## src/rtl/dff_bank_arbiter.sv

```systemverilog
// dff_bank_arbiter
// Round-robin arbiter and sequencer that owns a shared WIDTH-bit register.
// One requester is granted at a time. Its data is loaded into q and held
// stable for HOLD cycles. A one-cycle done pulse then flags completion, and
// the rotating priority pointer moves past the requester just served.
//
// Ports:
//   clk      system clock, rising-edge
//   rst      synchronous active-high reset
//   req      per-requester level request (bit i = requester i)
//   din      requester data, requester i at din[i*WIDTH +: WIDTH]
//   gnt      registered one-hot grant, zero when idle
//   q        shared register contents
//   q_valid  high while q holds a granted value
//   q_owner  index of current / most recent grantee
//   done     one-hot single-cycle completion pulse
//
// state  | meaning
// -------+-------------------------------------------------------------
// S_IDLE | no transfer in progress; arbitrate among req each cycle
// S_HOLD | q loaded for q_owner; cnt counts down remaining hold cycles
module dff_bank_arbiter #(
  parameter int WIDTH = 8,
  parameter int NREQ  = 4,
  parameter int HOLD  = 2
) (
  input  logic                  clk,
  input  logic                  rst,
  input  logic [NREQ-1:0]       req,
  input  logic [NREQ*WIDTH-1:0] din,
  output logic [NREQ-1:0]       gnt,
  output logic [WIDTH-1:0]      q,
  output logic                  q_valid,
  output logic [2:0]            q_owner,
  output logic [NREQ-1:0]       done
);

  localparam int CW = (HOLD > 1) ? $clog2(HOLD) : 1;

  typedef enum logic {S_IDLE, S_HOLD} state_t;

  state_t            state, state_nxt;
  logic [CW-1:0]     cnt, cnt_nxt;
  logic [2:0]        ptr, ptr_nxt;
  logic [NREQ-1:0]   gnt_nxt, done_nxt;
  logic [WIDTH-1:0]  q_nxt;
  logic              q_valid_nxt;
  logic [2:0]        q_owner_nxt;

  logic [2:0]        win;
  logic              win_found;
  logic [WIDTH-1:0]  win_data;

  function automatic logic [NREQ-1:0] onehot(input logic [2:0] idx);
    logic [NREQ-1:0] oh;
    for (int i = 0; i < NREQ; i++) oh[i] = (idx == 3'(i));
    return oh;
  endfunction

  // Search from ptr upward with wrap. Offsets are scanned from the far end
  // back toward ptr so the smallest offset with a request is the last hit.
  always_comb begin
    win       = '0;
    win_found = 1'b0;
    for (int k = NREQ - 1; k >= 0; k--) begin
      for (int i = 0; i < NREQ; i++) begin
        if (req[i] && (i == ((int'(ptr) + k) % NREQ))) begin
          win       = 3'(i);
          win_found = 1'b1;
        end
      end
    end
  end

  always_comb begin
    win_data = '0;
    for (int i = 0; i < NREQ; i++) begin
      if (win == 3'(i)) win_data = din[i*WIDTH +: WIDTH];
    end
  end

  always_comb begin
    state_nxt   = state;
    cnt_nxt     = cnt;
    ptr_nxt     = ptr;
    gnt_nxt     = gnt;
    q_nxt       = q;
    q_valid_nxt = q_valid;
    q_owner_nxt = q_owner;
    done_nxt    = '0;
    case (state)
      S_IDLE: begin
        gnt_nxt     = '0;
        q_valid_nxt = 1'b0;
        if (win_found) begin
          q_nxt       = win_data;
          q_owner_nxt = win;
          gnt_nxt     = onehot(win);
          q_valid_nxt = 1'b1;
          cnt_nxt     = CW'(HOLD - 1);
          state_nxt   = S_HOLD;
        end
      end
      S_HOLD: begin
        if (cnt != '0) begin
          cnt_nxt = cnt - 1'b1;
        end else begin
          gnt_nxt     = '0;
          q_valid_nxt = 1'b0;
          done_nxt    = onehot(q_owner);
          ptr_nxt     = (q_owner == 3'(NREQ - 1)) ? 3'd0 : q_owner + 3'd1;
          state_nxt   = S_IDLE;
        end
      end
      default: state_nxt = S_IDLE;
    endcase
  end

  always_ff @(posedge clk) begin
    if (rst) begin
      state   <= S_IDLE;
      cnt     <= '0;
      ptr     <= '0;
      gnt     <= '0;
      q       <= '0;
      q_valid <= 1'b0;
      q_owner <= '0;
      done    <= '0;
    end else begin
      state   <= state_nxt;
      cnt     <= cnt_nxt;
      ptr     <= ptr_nxt;
      gnt     <= gnt_nxt;
      q       <= q_nxt;
      q_valid <= q_valid_nxt;
      q_owner <= q_owner_nxt;
      done    <= done_nxt;
    end
  end

endmodule

```

## config.mk

```make
export PLATFORM = sky130hd
export DESIGN_NAME = dff_bank_arbiter
export DESIGN_NICKNAME = d
export VERILOG_FILES = /design/src/rtl/dff_bank_arbiter.sv
export SDC_FILE = /design/constraint.sdc
export NUM_CORES = 1
export LEC_CHECK = 0
export ABC_AREA = 1
export CAP_MARGIN = 20
export CORE_AREA = 5 5 72 74
export CTS_CLUSTER_DIAMETER = 80
export DETAILED_ROUTE_END_ITERATION = 16
export DIE_AREA = 0 0 77 79
export PLACE_DENSITY = 0.65
export SLEW_MARGIN = 20
export SYNTH_ARGS = -nofsm -noshare
export SYNTH_HDL_FRONTEND = slang
export SYNTH_SLANG_ARGS = --single-unit
```

## constraint.sdc

```tcl
create_clock -name clk -period 2.41 [get_ports clk]
set_input_delay 0.6025 -clock clk [delete_from_list [all_inputs] [get_ports clk]]
set_output_delay 0.6025 -clock clk [all_outputs]
set_load 0.02 [all_outputs]
```

## After elaboration in Yosys (flattened, before gate mapping)

Cells that the tools add are included.

- Flip-flop bits (word level): 24
- Bits of input ports: 38
- Output and inout bits: 20
- Word-level logic and storage cells: 113

- Add/subtract/negate cells: 5
- Equal/unequal tests: 20
- Multiplexer cells: 47
- Bitwise logic cells: 5
- Reduce and logical (&&, ||, !) cells: 28

Operators by type and width:

| kind | count |
|---|---|
| zero test 32 bit | 4 |
| two-way mux 3 bit | 14 |
| two-way mux 8 bit | 4 |
| two-way mux 1 bit | 22 |
| equality test 3 bit (first input constant) | 6 |
| logical AND 1 bit | 16 |
| equality test 3 x 2 -> 1 bit (second input constant) | 4 |
| equality test 2 x 3 -> 1 bit (first input constant) | 3 |
| two-way mux 4 bit | 2 |
| case mux 4 bit (2 select lines) | 1 |
| equality test 3 x 1 -> 1 bit (second input constant) | 2 |
| zero test 3 bit | 2 |
| case mux 1 bit (2 select lines) | 3 |
| OR reduction 2 bit | 3 |
| adder 2 x 1 -> 2 bit (second input constant) | 2 |
| adder 2 bit (second input constant) | 2 |
| equality test 2 bit (first input constant) | 2 |
| != test 2 bit (second input constant) | 2 |
| AND reduction 2 bit | 2 |
| bitwise AND 1 bit (first input constant) | 3 |
| OR reduction 3 bit | 1 |
| equality test 1 x 2 -> 1 bit (first input constant) | 1 |
| two-way mux 2 bit | 1 |
| inverter 1 bit | 2 |
| subtractor 1 bit (second input constant) | 1 |

## Logic depth before layout (Yosys ltp)

Gate-level depths: netlist (run 1).

- Depth in word-level cells: 25
- Mapped depth: 21
- Depth with buffers taken out: 21

## Worst setup path before layout (run 1)

Ideal clock, no wire load.

- Path type: input port to flip-flop
- Start: input port req[1]
- End: register q[4]
- Setup time: 0.128 ns
- Data arrival time: 1.835 ns
- Data required time: 2.282 ns
- Setup slack: 0.447 ns
- Stages: 20
- Path buffers: 0
- Cells stage by stage: nand3_1 -> nand2_1 -> nand2_1 -> nand2_1 -> nand2_1 -> nand2_1 -> nand2_1 -> nand2_1 -> nand2_1 -> nand2_2 -> nand2_4 -> nand2_4 -> nand2_8 -> nand2_8 -> nand2_4 -> inv_2 -> nor2_1 -> nor2_1 -> nor2_1 -> nor2_1

- Word-level cells in the longest chain between the ends: 21
- Elaborated cells on any way between the ends: 43
- Classes of those cells: eq/ne (3); mux (34); reduce/logical (6)

Ends and longest elaborated chain:

| element | line | source |
|---|---|---|
| start: declaration | 29 | `input logic [NREQ-1:0] req,` |
| logical AND 1 bit | 67 | `if (req[i] && (i == ((int'(ptr) + k) % NREQ))) begin` |
| two-way mux 1 bit | 67 |  |
| two-way mux 3 bit (14 in series) | 67 |  |
| zero test 3 bit | 78 | `if (win == 3'(i)) win_data = din[i*WIDTH +: WIDTH];` |
| two-way mux 8 bit (4 in series) | 78 |  |
| end signal: assignment | 134 | `q <= q_nxt;` |
| end: declaration | 32 | `output logic [WIDTH-1:0] q,` |

Parallel ways exist; a longest one is shown, timed or not.
A chain may end at the register's enable or synchronous reset.

## Worst setup path in the final report (run 1)

- Start: input port req[2]
- End: register q[4]

- Word-level cells in the longest chain between the ends: 20
- Elaborated cells on any way between the ends: 41
- Classes of those cells: eq/ne (3); mux (32); reduce/logical (6)

Ends and longest elaborated chain:

| element | line |
|---|---|
| logical AND 1 bit | 67 |
| two-way mux 3 bit (14 in series) | 67 |
| zero test 3 bit | 78 |
| two-way mux 8 bit (4 in series) | 78 |

Parallel ways exist; a longest one is shown, timed or not.

==> qor.csv, run 1 <==
stage,metric,value,unit
setup_path,cpPeakStageDelay,0.54,ns
layout,drive_gt1_share,15.8,%
synthesis,syn_nets,279,
setup_path,slowest_stage,clkdlybuf4s50_1,
timing,hold_ws,0.466,ns
layout,syn_to_final_growth,55.7,%
synthesis,synthTopCellsByArea,"dfxtp_1 30%, nand2_1 15%, nand3_1 12%",
power_and_ir_drop,p_per_area,827,nW/um^2
route,drt-initial-drc-count,79,
synthesis,yosysWarningCount,0,
grt,grt_max_degree,19,
grt,grt_pass1_wl,7220,um
setup_path,reg2reg_depth,21,
grt,overflow,0,
placed_design,gp_congestion,0.927,
route,wl_per_cell,11.7,um
power_and_ir_drop,clkPwrFrac,12.1,%
timing,hold_viol,0,
grt,antenna_found_initial,0,
synthesis,netlist.area_leader.share,30.4,%
layout,final_common_cell,nand2_1,
layout,diodes,0,
power_and_ir_drop,power,0.00195,W
route,via_per_inst,4.74,
floorplan,core,4540,um^2
power_and_ir_drop,pwr-share-comb,60.7,%
timing,setup_slack,0.259,ns
route,drt_first_pass_iters,4,
cts,cts_buffers,3,
route,vias,1730,
setup_path,cp_cell_sequence,clkdlybuf4s50_1 -> nand2_1 -> nand2_1 -> nand2_1 -> nand2_1 -> nand2_1 -> nand2_1 -> nand2_2 -> nand2_4 -> nand2_4 -> nand2_8 -> nand2_8 -> nand2_4 -> inv_2 -> nor2_1 -> nor2_1 -> nor2_1 -> nor2_1,
floorplan,pin_count,58,
route,routed_wl,4260,um
cts,hold_buffers,0,
power_and_ir_drop,p_switching,0.000825,W
timing,min_period,2.15,ns
cts,cts_root_buf,clkbuf_8,
cts,cts_sinks,23,
power_and_ir_drop,p_leak,1.15,nW
route,drc,0,
setup_path,worstPathRequired,2.56,ns
synthesis,avgSynthCellArea,6.39,um^2
setup_path,crit_type,primary input to register,
setup_path,cp-start-kind,primary input,
grt,track_usage,14.2,%
cts,cts_buffer_depth,2,
power_and_ir_drop,ir_worst_vdd,0.394,mV
synthesis,syn_inst,237,
floorplan,fp.dieH,79,um
hold_path,hp-class,register to register,
setup_path,r2r_setup_slack,0.43,ns
hold_path,whs_path_depth,2,
synthesis,ys_seq_area_share,30.4,%
power_and_ir_drop,swShare,42.3,%
floorplan,initial_utilization,33.4,%
run_status,status,"complete, no violations",
synthesis,synth_edf_count,0,
timing,rsz0062_at_grt,false,
run,drv_cap,0,
timing,period_share,89.3,%
route,ant_nets,0,
timing,setup_viol,0,
grt,first_global_vias,1642,
timing,slew_viol_final,0,
layout,mostFrequentLayoutCells,"60 x nand2_1, 53 x clkdlybuf4s50_1, 35 x nand3_1",
setup_path,cpMostUsedCell,nand2_1,
cts,cts_tree,yes,
power_and_ir_drop,seqPwrFrac,27.1,%
placed_design,portBuffers,56,
synthesis,synthFlopType,dfxtp_1,
synthesis,synthDistinctLibCells,24,
setup_path,crit_arrival,2.30,ns
floorplan,dieArea,6080,um^2
synthesis,ys_seq_elements,23,
floorplan,die_x,77,um
cts,cts_max_level,1,
timing,skew,0.00343,ns
placed_design,pre_cts_ws,-0.125,ns
setup_path,end_kind,register,
power_and_ir_drop,p_int,0.00113,W
cts,clock_latency,0.26,ns
setup_path,path_max_fanout,10,
placed_design,dp_hpwl,3520,um
floorplan,rows,25,
synthesis,synth_largest_area_cell,dfxtp_1,
layout,nets,354,
timing,max_freq,465,MHz
cts,cts.clk_slew.worst_paths,0.08,ns
synthesis,netlist_area,1520,um^2
synthesis,synthArstFlopShare,0,%
final timing paths:
check / endpoint / from
worst min register to register: q[2]$_SDFFE_PP0P_ / q[2]$_SDFFE_PP0P_
worst max register to register: q[4]$_SDFFE_PP0P_ / ptr[0]$_SDFFE_PP0P_
worst min-delay path: q[2]$_SDFFE_PP0P_ / q[2]$_SDFFE_PP0P_
worst max-delay path: q[4]$_SDFFE_PP0P_ / req[2]
critical path: cells and delay by family:
kind	cells	cell delay, ns
and+or+nand+nor	16	1.11
buffers and inverters	2	0.58
synthesized netlist by cell type (2+ instances only):
master    instances
dfxtp_1          23
nor2_1           11
nand2_8           2
inv_1            30
o21ai_1           2
a21oi_1          19
nand3_1          35
nand4_1          17
inv_2            12
ha_1              4
nand2_1          60
nor2_2            2
buf_2             5
clkbuf_1          2
nand2_4           3
nand2_2           2
final cells by class:
type	count	area, um^2
Timing Repair Buffer	79	778
Multi-Input combinational cell	163	850
Tap cell	54	67.6
Clock buffer	4	45.0
Sequential cell	23	460
Inverter	42	158
Fill cell	441	2180
kinds of logic (layout without fill, tap and decap cells):
kind of cell             after synthesis  in the layout  synth area share [%]
flip-flops                            23             23                  30.4
other                                  1              1                 0.247
buffers and inverters                 51            125                  13.8
AND/OR/NAND/NOR                      133            133                  43.5
adder cells (fa/ha/maj)                4              4                  3.30
AO/OA/AOI/OAI                         25             25                  8.75
layer usage:
| layer | share of wire [%] | up-vias | GRT usage [%] |
|---|---|---|---|
| li1 | - | 914 | - |
| met1 | 44 | 753 | 18.2 |
| met2 | 47 | 54 | 23.9 |
| met3 | 5.9 | 9 | 2.49 |
| met4 | 2.2 | 0 | 5.33 |
| met5 | 0 | - | 0 |
repair_timing:
action                     CTS  global route
setup endpoints to repair    0             8
setup buffers                0             0
gates resized for setup      0             4
metrics by stage:
stage                     setup TNS, ns  cell area [um^2]  util, %  instances
after floorplan                       0              1520        -        237
after global placement           -0.687              2300     50.8        361
after detailed placement         -0.900              2300     50.8        361
after CTS                             0              2350     51.8        365
after global routing                  0              2360     52.0        365
final                                 0              2360     52.0        365
registers in the layout, indices dropped and copies added (netlist names):
| name | flops |
|---|---|
| state | 1 |
| q_valid | 1 |
| cnt | 1 |
| q | 8 |
| q_owner | 2 |
| ptr | 2 |
| done | 4 |
| gnt | 4 |
power by group through the flow:
stage	clock (W)	sequential [W]	combinational, W
floorplan	0	0.000615	0.000626
global placement	0	0.000534	0.00118
detailed placement	0	0.000537	0.00119
CTS	0.000241	0.000529	0.00119
global route	0.000265	0.000539	0.00132
finish	0.000237	0.000529	0.00119
(Power assumes the default switching activity.)
==> run 2, diff against run 1 <==
--- a/config.mk
+++ b/config.mk
@@ -7,11 +7,11 @@
 export LEC_CHECK = 0
 export ABC_AREA = 1
 export CAP_MARGIN = 20
-export CORE_AREA = 5 5 72 74
+export CORE_AREA = 5 5 70 72
 export CTS_CLUSTER_DIAMETER = 80
 export DETAILED_ROUTE_END_ITERATION = 16
-export DIE_AREA = 0 0 77 79
-export PLACE_DENSITY = 0.65
+export DIE_AREA = 0 0 75 77
+export PLACE_DENSITY = 0.68
 export SLEW_MARGIN = 20
 export SYNTH_ARGS = -nofsm -noshare
 export SYNTH_HDL_FRONTEND = slang
==> run 2 against run 1 <==
Count of clock-buffer cells in the layout down 1. Clock power up 2%. Highest routed layer unchanged. Largest cell class unchanged. Sequential power about the same. Non-clock buffer count up 3. Clock skew up 0.0012 ns. Flip-flop and latch count unchanged.
==> qor.csv, run 2 (synthesized netlist as in run 1, its figures left out) <==
stage,metric,value,unit
route,drt-initial-drc-count,125,
route,ant_nets,0,
timing,slew_viol_final,0,
timing,hold_ws,0.468,ns
cts,cts_max_level,1,
timing,setup_viol,0,
floorplan,rows,24,
floorplan,fp.dieH,77,um
cts,cts_buffers,3,
power_and_ir_drop,ir_worst_vdd,0.540,mV
placed_design,portBuffers,56,
cts,cts_sinks,23,
floorplan,core,4230,um^2
cts,post_cts_buffers,0,
timing,period_share,91.2,%
power_and_ir_drop,p_switching,0.000842,W
setup_path,crit_type,primary input to register,
grt,track_usage,15.6,%
setup_path,cpPeakStageDelay,0.53,ns
floorplan,initial_utilization,35.8,%
floorplan,pin_count,58,
setup_path,end_kind,register,
power_and_ir_drop,power,0.00198,W
timing,hold_viol,0,
power_and_ir_drop,clkPwrFrac,12.2,%
cts,hold_buffers,0,
cts,cts_root_buf,clkbuf_8,
layout,diodes,0,
placed_design,pre_cts_ws,-0.229,ns
cts,cts_buffer_depth,2,
layout,fillers,428,
run_status,status,"complete, no violations",
setup_path,slowest_stage,clkdlybuf4s50_1,
layout,drive_gt1_share,16.9,%
cts,clock_latency,0.27,ns
power_and_ir_drop,swShare,42.5,%
grt,overflow,0,
route,routed_wl,4370,um
placed_design,gp_congestion,0.906,
layout,top_register,q,
route,via_per_inst,4.84,
grt,grt_pass1_wl,7470,um
floorplan,dieArea,5780,um^2
power_and_ir_drop,seqPwrFrac,26.8,%
route,drc,0,
route,vias,1773,
layout,nets,357,
setup_path,cp-start-kind,primary input,
layout,reg_top3,"q: 8 flops, done: 4 flops, gnt: 4 flops",
cts,cts_tree,yes,
setup_path,worstPathRequired,2.56,ns
cts,cts.clk_slew.worst_paths,0.08,ns
setup_path,cp_cell_sequence,clkdlybuf4s50_1 -> nand2_1 -> nand2_1 -> nand2_1 -> nand2_1 -> nand2_1 -> nand2_1 -> nand2_2 -> nand2_4 -> nand2_4 -> nand2_8 -> nand2_8 -> nand2_4 -> inv_2 -> nor2_1 -> nor2_1 -> nor2_1 -> nor2_1,
grt,first_global_vias,1727,
timing,min_period,2.20,ns
timing,max_freq,455,MHz
timing,setup_tns,0,ns
route,wl_per_cell,11.9,um
power_and_ir_drop,p_int,0.00114,W
layout,largest_register_ffs,8,
hold_path,hp-class,register to register,
timing,rsz0062_at_grt,false,
run,drv_cap,0,
setup_path,crit_arrival,2.35,ns
grt,grt_max_degree,18,
timing,skew,0.00467,ns
setup_path,cpMostUsedCell,nand2_1,
setup_path,path_max_fanout,10,
layout,final_common_cell,nand2_1,
power_and_ir_drop,pwr-share-comb,61.1,%
floorplan,die_x,75,um
route,drt_first_pass_iters,4,
timing,setup_slack,0.211,ns
layout,mostFrequentLayoutCells,"60 x nand2_1, 53 x clkdlybuf4s50_1, 35 x nand3_1",
cts,cts_resized,0,
placed_design,dp_hpwl,3590,um
grt,antenna_found_initial,0,
layout,syn_to_final_growth,56.5,%
layout,fin_util,56.0,%
power_and_ir_drop,p_per_area,835,nW/um^2
setup_path,crit_buf_inv,2,
setup_path,path_delay_family,simple AND/OR/NAND/NOR gates,
power_and_ir_drop,p_leak,1.16,nW
## run 2: cell types whose count changed in the layout (fill, tap and decap cells not counted)
cell      previous run  this run
buf_12               3         2
clkbuf_1             1         0
clkinv_2             0         1
buf_6                0         1
buf_4               20        23
## run 2: stage by stage
step	cells	cell area (um^2)
4_1_cts	366	2360
6_report	366	2370
3_3_place_gp	362	2310
3_5_place_dp	362	2310
5_1_grt	366	2370
2_1_floorplan	237	1520
## run 2: final cells by class
type / instances / area [um^2] / area share (%)
Clock buffer: 3 / 41.3 / 1.74
Clock inverter: 1 / 5.00 / 0.211
Inverter: 42 / 158 / 6.65
Multi-Input combinational cell: 163 / 850 / 35.8
Sequential cell: 23 / 460 / 19.4
Tap cell: 52 / 65.1 / 2.74
Timing Repair Buffer: 82 / 792 / 33.4
## run 2: routing by layer
metal	track usage, %	vias up	wire [um]
li1	-	917	-
met1	19.3	805	1840
met2	27.8	49	2220
met3	4.05	2	305
met4	1.07	0	11
met5	0	-	0
## run 2: power by group through the flow
stage / registers [W] / clock network (W) / logic (W)
6_report: 0.000530 / 0.000241 / 0.00121
2_1_floorplan: 0.000615 / 0 / 0.000626
5_1_grt: 0.000542 / 0.000263 / 0.00134
3_5_place_dp: 0.000537 / 0 / 0.00121
4_1_cts: 0.000529 / 0.000248 / 0.00121
3_3_place_gp: 0.000537 / 0 / 0.00119
## run 2: worst reg2reg max path, cell delays in order, from the launching register on
cell and delay (ns):
dfxtp_1 0.50, nor2_2 0.10, nand2_1 0.10, nand2_1 0.05, nand2_1 0.05, nand2_1 0.05, nand2_1 0.05, nand2_1 0.05
nand2_1 0.06, nand2_1 0.05, nand2_1 0.06, nand2_2 0.06, nand2_4 0.08, nand2_4 0.09, nand2_8 0.11, nand2_8 0.08
nand2_4 0.11, inv_2 0.05, nor2_1 0.08, nor2_1 0.05, nor2_1 0.08, nor2_1 0.04
## run 2: path summary, 6_finish.rpt
kind,slack (ns),startpoint,depth (start not counted),endpoint
worst max-delay path,0.21,req[2],18,q[4]$_SDFFE_PP0P_
worst min-delay path,0.47,gnt[0]$_SDFFE_PP0P_,2,gnt[0]$_SDFFE_PP0P_
worst max register to register,0.34,ptr[1]$_SDFFE_PP0P_,21,q[4]$_SDFFE_PP0P_
worst min register to register,0.47,gnt[0]$_SDFFE_PP0P_,2,gnt[0]$_SDFFE_PP0P_
==> run 3, diff against run 2 <==
--- a/config.mk
+++ b/config.mk
@@ -5,13 +5,12 @@
 export SDC_FILE = /design/constraint.sdc
 export NUM_CORES = 1
 export LEC_CHECK = 0
-export ABC_AREA = 1
 export CAP_MARGIN = 20
-export CORE_AREA = 5 5 70 72
+export CORE_AREA = 5 5 67 69
 export CTS_CLUSTER_DIAMETER = 80
 export DETAILED_ROUTE_END_ITERATION = 16
-export DIE_AREA = 0 0 75 77
-export PLACE_DENSITY = 0.68
+export DIE_AREA = 0 0 72 74
+export PLACE_DENSITY = 0.69
 export SLEW_MARGIN = 20
 export SYNTH_ARGS = -nofsm -noshare
 export SYNTH_HDL_FRONTEND = slang
==> constraint.sdc (replaced) <==
create_clock -name clk -period 2.5 [get_ports clk]
set_input_delay 0.625 -clock clk [delete_from_list [all_inputs] [get_ports clk]]
set_output_delay 0.625 -clock clk [all_outputs]
set_load 0.02 [all_outputs]
==> run 3 against run 2 <==
Flip-flop and latch count stayed put. Clock power is 4% lower. Critical path depth fell by 13. Cell count down 25%. Core utilization is 4.0 points lower. Count of clock-buffer cells in the layout did not move. Global-route usage is 0.80 points lower. Die area is 7.7% lower. Sequential share of layout area increased by 3.5 points. Clock skew is 0.0019 ns lower. Non-clock buffer count shrank 12. Largest cell class unchanged.
==> qor.csv, run 3 <==
stage,metric,value,unit
run_status,status,"complete, no violations",
layout,syn_to_final_growth,49.1,%
layout,diodes,0,
synthesis,synthFlopType,dfxtp_1,
setup_path,crit_arrival,2.38,ns
route,via_per_inst,5.16,
power_and_ir_drop,ir_worst_vdd,0.187,mV
synthesis,netlist.area_leader.share,34.2,%
synthesis,synthDistinctLibCells,36,
route,routed_wl,3940,um
setup_path,slowest_stage,clkdlybuf4s50_1,
grt,overflow,0,
synthesis,syn_nets,209,
route,ant_nets,0,
layout,largest_register_ffs,8,
synthesis,ys_seq_elements,23,
floorplan,core,3860,um^2
timing,slew_headroom,62.3,%
timing,rsz0062_at_grt,false,
synthesis,syn_inst,167,
floorplan,pin_count,58,
hold_path,hp-class,register to register,
route,vias,1418,
synthesis,synth_common_cells,"23 x dfxtp_1, 20 x nor2_1, 13 x inv_1, 11 x nor3_1, 10 x a21oi_1",
setup_path,path_max_fanout,11,
route,wl_per_cell,14.3,um
cts,cts_sinks,23,
setup_path,worstPathRequired,2.65,ns
setup_path,cp-start-kind,primary input,
cts,cts_buffer_depth,2,
setup_path,cpPeakStageDelay,0.71,ns
cts,hold_buffers,0,
layout,reg_top3,"q: 8 flops, done: 4 flops, gnt: 4 flops",
layout,drive_gt1_share,9.78,%
grt,antenna_found_initial,0,
timing,worst_pin_slew,0.564,ns
layout,top_register,q,
cts,clock_latency,0.26,ns
cts,post_cts_buffers,0,
route,drc,0,
placed_design,dp_hpwl,2950,um
floorplan,dieArea,5330,um^2
synthesis,yosysWarningCount,0,
power_and_ir_drop,p_leak,0.780,nW
run,drv_cap,0,
floorplan,rows,23,
grt,first_global_vias,1353,
placed_design,postPlaceCellArea,1960,um^2
cts,cts_max_level,1,
cts,cts_root_buf,clkbuf_8,
grt,grt_max_degree,21,
placed_design,gp_congestion,0.746,
route,drt-initial-drc-count,88,
layout,final_common_cell,clkdlybuf4s50_1,
timing,period_share,89.1,%
synthesis,avgSynthCellArea,8.05,um^2
timing,min_period,2.23,ns
timing,hold_viol,0,
synthesis,netlist_area,1350,um^2
floorplan,fp.dieH,74,um
layout,fin_util,52.0,%
layout,fillers,382,
timing,max_freq,449,MHz
floorplan,initial_utilization,34.9,%
timing,slew_viol_final,0,
placed_design,portBuffers,56,
power_and_ir_drop,p_per_area,489,nW/um^2
synthesis,ys_seq_area_share,34.2,%
timing,setup_viol,0,
setup_path,cp_cell_sequence,clkdlybuf4s50_1 -> o21ai_0 -> a211o_1 -> a221oi_1 -> nor4_1,
route,drt_first_pass_iters,4,
setup_path,crit_buf_inv,1,
synthesis,synth_largest_area_cell,dfxtp_1,
grt,grt_pass1_wl,6350,um
timing,hold_ws,0.479,ns
synthesis,synth_edf_count,0,
layout,mostFrequentLayoutCells,"56 x clkdlybuf4s50_1, 23 x dfxtp_1, 20 x nor2_1",
grt,track_usage,14.8,%
synthesis,synth_most_common_cell,dfxtp_1,
timing,skew,0.00276,ns
setup_path,crit_type,primary input to register,
cts,cts.clk_slew.worst_paths,0.08,ns
cts,cts_buffers,3,
synthesis,synthTopCellsByArea,"dfxtp_1 34%, nor2_1 5.6%, a221oi_1 5.2%",
setup_path,end_kind,register,
floorplan,die_x,72,um
setup_path,path_delay_family,compound AO/OA/AOI/OAI gates,
cts,cts_tree,yes,
layout,stdcell_area,2010,um^2
layout,nets,268,
cts,cts_resized,0,
layout,multi_input_comb_area,722,um^2
layout,regArea,460,um^2
synthesis,synthArstFlopShare,0,%
run 3: cell types whose count changed after synthesis, moves of 11 or more:
cell | before | now
inv_1 | 30 | 13
inv_2 | 12 | 0
nand2_1 | 60 | 7
nand3_1 | 35 | 2
nand4_1 | 17 | 0
nor3_1 | 0 | 11
run 3: layout make-up:
| cell class | count | share of cell area [%] |
|---|---|---|
| Clock buffer | 3 | 2.06 |
| Clock inverter | 1 | 0.250 |
| Inverter | 13 | 2.43 |
| Timing Repair Buffer | 70 | 33.2 |
| Sequential cell | 23 | 23.0 |
| Tap cell | 50 | 3.12 |
| Multi-Input combinational cell | 115 | 36.0 |
run 3: stage by stage:
step | TNS, ns | setup slack [ns] | power [W] | instances
final | 0 | 0.272 | 0.000982 | 275
after global routing | 0 | 0.135 | 0.00104 | 275
after CTS | 0 | 0.280 | 0.000994 | 275
after detailed placement | -0.0210 | -0.0210 | 0.000759 | 271
after global placement | 0 | 0.0473 | 0.000758 | 271
after floorplan | 0 | 0.636 | 0.000609 | 167
run 3: worst paths after layout:
check	from	end	slack (ns)	cells past startpoint
setup / recovery	req[2]	q[5]$_SDFFE_PP0P_	0.27	5
hold / removal	gnt[2]$_SDFFE_PP0P_	gnt[2]$_SDFFE_PP0P_	0.48	2
setup reg to reg	ptr[1]$_SDFFE_PP0P_	q[5]$_SDFFE_PP0P_	0.74	4
hold reg to reg	gnt[2]$_SDFFE_PP0P_	gnt[2]$_SDFFE_PP0P_	0.48	2
run 3: worst register-to-register path: stages, from the launching register on:
cell      delay (ns)
dfxtp_1         0.58
o21ai_0         0.15
a211o_1         0.47
a221oi_1        0.36
nor4_1          0.09
run 3: logic make-up (layout without fill, tap and decap cells):
family / after synthesis / after routing / share of synthesized area, %
AND/OR/NAND/NOR: 62 / 62 / 24.0
AO/OA/AOI/OAI: 47 / 47 / 24.9
buffers and inverters: 29 / 87 / 12.1
flip-flops: 23 / 23 / 34.2
adder cells (fa/ha/maj): 4 / 4 / 3.72
other: 1 / 1 / 0.279
multiplexers: 1 / 1 / 0.744
run 3: layer usage:
metal	up-vias	global-route usage, %	wire (um)
li1	717	-	-
met1	651	20.1	1790
met2	48	25.0	1870
met3	2	2.03	257
met4	0	3.76	28
met5	-	0	0
run 3: power breakdown:
group | internal (W) | switching, W
clock | 0.000111 | 0.000120
combinational | 0.000171 | 0.000152
sequential | 0.000395 | 0.0000330
